### src/rtl/ifft_pkg.sv
// Shared constants, complex sample type and index bit-reversal for the IFFT output stage.
package ifft_pkg;

    localparam int unsigned IFFT_N    = 32;
    localparam int unsigned IFFT_LOGN = 5;
    localparam int unsigned IFFT_DW   = 29;

    typedef struct packed {
        logic [IFFT_DW-1:0] re;
        logic [IFFT_DW-1:0] im;
    } cplx_t;

    // Mirror the 5 index bits: the IFFT emits sample k at natural position bitrev5(k).
    function automatic logic [IFFT_LOGN-1:0] bitrev5(input logic [IFFT_LOGN-1:0] x);
        return {x[0], x[1], x[2], x[3], x[4]};
    endfunction

endpackage

### src/rtl/ifft_bitrev_reorder_if.sv
// Input and output sample streams of the bit-reversal reorder stage.
interface ifft_bitrev_reorder_if;
    import ifft_pkg::*;

    logic                 in_valid;
    logic                 in_ready;
    logic [IFFT_DW-1:0]   in_re;
    logic [IFFT_DW-1:0]   in_im;
    logic                 out_valid;
    logic                 out_ready;
    logic [IFFT_DW-1:0]   out_re;
    logic [IFFT_DW-1:0]   out_im;
    logic [IFFT_LOGN-1:0] out_idx;
    logic                 out_last;

    modport master (
        output in_valid, in_re, in_im, out_ready,
        input  in_ready, out_valid, out_re, out_im, out_idx, out_last
    );

    modport slave (
        input  in_valid, in_re, in_im, out_ready,
        output in_ready, out_valid, out_re, out_im, out_idx, out_last
    );

endinterface

### src/rtl/ifft_pp_bank.sv
// One half of the ping-pong buffer: a frame of complex samples plus its full flag.
module ifft_pp_bank
    import ifft_pkg::*;
(
    input  logic                 clk,
    input  logic                 rst,
    input  logic                 i_we,
    input  logic [IFFT_LOGN-1:0] i_waddr,
    input  cplx_t                i_wdata,
    input  logic                 i_set_full,
    input  logic                 i_clr_full,
    input  logic [IFFT_LOGN-1:0] i_raddr,
    output cplx_t                o_rdata,
    output logic                 o_full
);

    cplx_t r_mem [IFFT_N];
    logic  r_full;

    // Sample storage carries no reset; the full flag alone says whether it is meaningful.
    always_ff @(posedge clk) begin
        if (i_we) begin
            r_mem[i_waddr] <= i_wdata;
        end
    end

    always_ff @(posedge clk) begin
        if (rst) begin
            r_full <= 1'b0;
        end else if (i_set_full) begin
            r_full <= 1'b1;
        end else if (i_clr_full) begin
            r_full <= 1'b0;
        end
    end

    assign o_rdata = r_mem[i_raddr];
    assign o_full  = r_full;

endmodule

### src/rtl/ifft_bitrev_reorder.sv
// Reorders bit-reversed 32-point IFFT frames into natural order through a ping-pong buffer.
module ifft_bitrev_reorder
    import ifft_pkg::*;
(
    input  logic                  clk,
    input  logic                  rst,
    ifft_bitrev_reorder_if.slave  bus
);

    localparam int unsigned LOGN = IFFT_LOGN;
    localparam int unsigned N    = IFFT_N;

    logic            r_wbank;
    logic            r_rbank;
    logic [LOGN-1:0] r_wcnt;
    logic [LOGN-1:0] r_rcnt;

    logic [1:0]      w_full;
    logic [1:0]      w_we;
    logic [1:0]      w_set;
    logic [1:0]      w_clr;
    cplx_t           w_rdata [2];
    cplx_t           w_wdata;
    cplx_t           w_sel;
    logic            w_in_fire;
    logic            w_out_fire;
    logic            w_wlast;
    logic            w_rlast;

    assign bus.in_ready  = !w_full[r_wbank];
    assign bus.out_valid = w_full[r_rbank];

    assign w_in_fire  = bus.in_valid  & bus.in_ready;
    assign w_out_fire = bus.out_valid & bus.out_ready;
    assign w_wlast    = (r_wcnt == LOGN'(N - 1));
    assign w_rlast    = (r_rcnt == LOGN'(N - 1));
    assign w_wdata    = {bus.in_re, bus.in_im};

    // Write and read sides touch different flags, so set and clear never collide on one bank.
    for (genvar b = 0; b < 2; b++) begin : g_bank
        assign w_we[b]  = w_in_fire  && (r_wbank == 1'(b));
        assign w_set[b] = w_we[b]    && w_wlast;
        assign w_clr[b] = w_out_fire && (r_rbank == 1'(b)) && w_rlast;

        ifft_pp_bank u_bank (
            .clk        (clk),
            .rst        (rst),
            .i_we       (w_we[b]),
            .i_waddr    (bitrev5(r_wcnt)),
            .i_wdata    (w_wdata),
            .i_set_full (w_set[b]),
            .i_clr_full (w_clr[b]),
            .i_raddr    (r_rcnt),
            .o_rdata    (w_rdata[b]),
            .o_full     (w_full[b])
        );
    end

    always_ff @(posedge clk) begin
        if (rst) begin
            r_wbank <= 1'b0;
            r_rbank <= 1'b0;
            r_wcnt  <= '0;
            r_rcnt  <= '0;
        end else begin
            if (w_in_fire) begin
                r_wcnt <= r_wcnt + 1'b1;
                if (w_wlast) begin
                    r_wbank <= ~r_wbank;
                end
            end
            if (w_out_fire) begin
                r_rcnt <= r_rcnt + 1'b1;
                if (w_rlast) begin
                    r_rbank <= ~r_rbank;
                end
            end
        end
    end

    // Output fields read straight from registered state; zeroed while nothing is offered.
    assign w_sel        = w_rdata[r_rbank];
    assign bus.out_re   = bus.out_valid ? w_sel.re : '0;
    assign bus.out_im   = bus.out_valid ? w_sel.im : '0;
    assign bus.out_idx  = r_rcnt;
    assign bus.out_last = bus.out_valid && w_rlast;

endmodule

### src/flat_wrapper.sv
// flat-port wrapper written by rule: the top's interface ports become plain ports
module ifft_bitrev_reorder_flat import ifft_pkg::*;
  (clk, rst, bus_in_valid, bus_in_re, bus_in_im, bus_out_ready, bus_in_ready, bus_out_valid, bus_out_re, bus_out_im, bus_out_idx, bus_out_last);
  ifft_bitrev_reorder_if bus_i ();
  input  logic clk;
  input  logic rst;
  input wire logic [$bits(bus_i.in_valid)-1:0] bus_in_valid;
  input wire logic [$bits(bus_i.in_re)-1:0] bus_in_re;
  input wire logic [$bits(bus_i.in_im)-1:0] bus_in_im;
  input wire logic [$bits(bus_i.out_ready)-1:0] bus_out_ready;
  output wire logic [$bits(bus_i.in_ready)-1:0] bus_in_ready;
  output wire logic [$bits(bus_i.out_valid)-1:0] bus_out_valid;
  output wire logic [$bits(bus_i.out_re)-1:0] bus_out_re;
  output wire logic [$bits(bus_i.out_im)-1:0] bus_out_im;
  output wire logic [$bits(bus_i.out_idx)-1:0] bus_out_idx;
  output wire logic [$bits(bus_i.out_last)-1:0] bus_out_last;
  assign bus_i.in_valid = bus_in_valid;
  assign bus_i.in_re = bus_in_re;
  assign bus_i.in_im = bus_in_im;
  assign bus_i.out_ready = bus_out_ready;
  assign bus_in_ready = bus_i.in_ready;
  assign bus_out_valid = bus_i.out_valid;
  assign bus_out_re = bus_i.out_re;
  assign bus_out_im = bus_i.out_im;
  assign bus_out_idx = bus_i.out_idx;
  assign bus_out_last = bus_i.out_last;
  ifft_bitrev_reorder u_core (.clk(clk), .rst(rst), .bus(bus_i));
endmodule
### config.mk
export PLATFORM = sky130hd
export DESIGN_NAME = ifft_bitrev_reorder_flat
export DESIGN_NICKNAME = d
export VERILOG_FILES = /design/src/rtl/ifft_pkg.sv /design/src/rtl/ifft_bitrev_reorder_if.sv /design/src/rtl/ifft_pp_bank.sv /design/src/rtl/ifft_bitrev_reorder.sv /design/src/flat_wrapper.sv
export SDC_FILE = /design/constraint.sdc
export NUM_CORES = 2
export LEC_CHECK = 0
export BUFFER_PORTS_ARGS = -buffer_cell sky130_fd_sc_hd__clkbuf_2
export CAP_MARGIN = 20
export CORE_MARGIN = 1
export CORE_UTILIZATION = 52
export CTS_BUF_LIST = sky130_fd_sc_hd__clkbuf_16
export CTS_CLUSTER_DIAMETER = 30
export DETAILED_ROUTE_END_ITERATION = 6
export PLACE_DENSITY_LB_ADDON = 0.08
export SYNTH_ARGS = -nofsm -noshare
export SYNTH_HDL_FRONTEND = slang
export SYNTH_HIERARCHICAL = 1
export SYNTH_SLANG_ARGS = --single-unit
### constraint.sdc
create_clock -name clk -period 8.5 [get_ports clk]
set_clock_uncertainty 0.2 [all_clocks]
set_input_delay 0.425 -clock clk [delete_from_list [all_inputs] [get_ports clk]]
set_output_delay 0.425 -clock clk [all_outputs]
set_load 0.005 [all_outputs]
==> impl_metrics.tcl <==
set metrics [dict create \
    outcome "completed" \
    grt_antenna_before_repair 32 \
    syn_to_final_growth_pct 20.4 \
    power.internal_mw 37.4 \
    path_max_fanout 39 \
    finalCriticalPeriod_ns 5.69 \
    syn_nets 8275 \
    synthMuxAreaShare_pct 13.2 \
    hold_buffers 13 \
    slew_viol_final 0 \
    grtUsageTotal_pct 30.4 \
    timing.hold.worst.class "input pin to flip-flop" \
    synth_top_area_cell "edfxtp_1" \
    synth-simple-area-share_pct 3.12 \
    gp_congestion 0.783 \
    grt_pass1_vias 80500 \
    overflow 0 \
    portBuffers 127 \
    cts_tree "done" \
    die_h_um 531 \
    switching_share_pct 20.8 \
    synth_top_family_by_area "multiplexers" \
    maxCapViolCount 0 \
    drc 0 \
    yosysMostFrequentCell "edfxtp_1" \
    dieArea_um2 282000 \
    fin_nets 8923 \
    critPathKind "flip-flop to output pin" \
    ys_ff_latch 3726 \
    setup_violations 0 \
    drtPass1Iterations 6 \
    synth_ff_type "edfxtp_1" \
    switching_power_mw 9.84 \
    row_count 193 \
    io_pins 128 \
    wl_mm 439 \
    max_slew.worst_pin.slew_ns 1.22 \
    yosys.cell_types.count 38 \
    whs_ns 0.0750 \
    clk_pin_slew_ns 0.06 \
    required_ns 7.88 \
    synth.avg_cell_area_um2 17.7 \
    post-route-util_pct 63.2 \
    synthTopCellsByArea "edfxtp_1 77%, mux2i_1 13%, a22oi_1 1.8%" \
    yosys_warnings 6 \
    synthTopCellsByCount "3712 x edfxtp_1, 1914 x mux2i_1, 359 x nand3_1" \
    clk_latency_ns 1.03 \
    ctsRootBufferMaster "clkbuf_16" \
    cts.sinks 3726 \
    dp_hpwl_mm 219 \
    synthAdderAreaFrac_pct 0.0344 \
    drive_above_1_share_pct 16.4 \
    grt_setup_unrepaired "no" \
    postCtsSetupBuffers 0 \
    cts_buffer_depth 4 \
    synthXorXnorAreaFrac_pct 0 \
    timing.final.crit_share_pct 67.0 \
    cts_buffers 667 \
    nFillCells 19500 \
    die_w_um 531 \
    cts-resized-gates 0 \
    sequentialPowerShare_pct 43.0 \
    finalHoldViolCount 0 \
    crit_path_start_kind "flip-flop" \
    grt_max_degree 134 \
    cts.htree.levels 6 \
    async_flop_share_pct 0 \
    wl_per_cell_um 33.4 \
    synth.cell_area_um2 146000 \
    synth_edf_count 3712 \
    route.vias.total 81900 \
    maxSlewHeadroom_pct 18.4 \
    netlist.area_leader.share_pct 76.5 \
    fin_setup_tns_ns 0 \
    p_clk_share_pct 55.8 \
    crit_arrival_ns 5.07 \
    endpoint_kind "output pin" \
    core_area_um2 277000 \
    initial_core_util_pct 52.5 \
    power_frac_comb_pct 1.2 \
    synth_cells 8209 \
    clock.fmax_mhz 176 \
    antenna_left 0 \
    power_density_nw_per_um2 269 \
    p_leak_nw 54.6 \
    viasPerCell 6.24 \
    seq_area_frac_synth_pct 76.7 \
    drt_iter0_drc 10300 \
    peakVddDrop_mv 0.203 \
    synth_compound_area_share_pct 4.95 \
    grt_first_pass_wirelength_mm 606 \
]
-- flip-flops by register name, indices dropped and copies added (netlist names) --
register and count:
u_core/g_bank.u_bank/r_mem 3712, u_core/r_rbank 1, u_core/bus.out_idx 5, u_core/r_wcnt 5
u_core/g_bank.u_bank/o_full 2, u_core/r_wbank 1
-- power by group through the flow --
stage | logic [mW] | clock network (mW) | registers [mW]
finish | 0.573 | 26.4 | 20.3
CTS | 0.485 | 26.6 | 20.3
global route | 0.605 | 27.5 | 20.3
global placement | 0.452 | 0 | 20.7
floorplan | 0.110 | 0 | 20.7
detailed placement | 0.478 | 0 | 20.7
-- cell families after synthesis --
kind of cell               after synthesis
adders and majority gates                4
and+or+nand+nor                       1011
DFF                                   3726
buffers and inverters                  487
AOI/OAI and AO/OA                     1063
muxes                                 1918
-- final timing paths --
| path | depth (start not counted) | slack [ns] | end | startpoint |
|---|---|---|---|---|
| worst max-delay path | 10 | 2.81 | bus_out_re[21] | u_core/bus.out_idx[1]$_SDFFE_PP0N_ |
| worst min register to register | 2 | 0.41 | u_core/bus.out_idx[4]$_SDFFE_PP0N_ | u_core/bus.out_idx[4]$_SDFFE_PP0N_ |
| worst min-delay path | 2 | 0.07 | u_core/g_bank[1].u_bank/r_mem[1][36]$_DFFE_PP_ | bus_in_re[7] |
| worst max register to register | 5 | 4.21 | u_core/g_bank[1].u_bank/r_mem[21][6]$_DFFE_PP_ | u_core/r_wbank$_SDFFE_PP0P_ |
-- stage by stage --
stage	total power, mW	cells	instance area (µm²)	worst slack, ns
after global routing	48.4	13100	175000	2.65
final	47.3	13100	175000	2.81
after floorplan	20.8	8209	146000	3.92
after global placement	21.1	11800	151000	3.98
after CTS	47.4	13000	174000	2.83
after detailed placement	21.1	11800	151000	3.90
-- critical path: stages, from the launching register on --
cell and delay [ns]:
dfxtp_1 0.72, nor2b_4 0.74, buf_4 0.72, buf_4 0.56
a22o_1 0.21, nor3_1 0.07, a31oi_1 0.42, nand3_1 0.17
mux2i_1 0.18, nor2_1 0.08, clkbuf_2 0.17
-- cell usage in the layout (no fill, tap or decap), drive strengths merged, types with 8 or more instances in the layout --
cell,n
a22o,232
bufinv,80
nand2,355
nand3b,10
clkbuf,799
clkinv,274
dlygate4sd3,61
a22oi,348
nor3,120
o21ai,8
clkinvlp,69
mux2i,1915
nand3,359
a31oi,116
dfxtp,14
a21oi,358
edfxtp,3712
buf,270
inv,143
nor2,132
-- area by class of cell --
class,count,area (µm²),area share [%]
clock buffer,672,16800,9.58
antenna,6,15.0,0.00856
timing repair buffer,458,4590,2.62
tap,3705,4640,2.64
clock inverter,558,6000,3.42
multi-input combinational,3996,31600,18.0
sequential,3726,112000,63.7
inverter,8,30.0,0.0171
-- per-layer routing --
| metal | global-route usage (%) | wire length [µm] | vias up |
|---|---|---|---|
| met3 | 4.95 | 37400 | 821 |
| met2 | 48.5 | 208000 | 4240 |
| met4 | 11.1 | 14800 | 6 |
| met1 | 42.4 | 178000 | 42600 |
| met5 | 0 | 32 | - |
| li1 | - | - | 34300 |
Power figures use the tool's default switching activity.
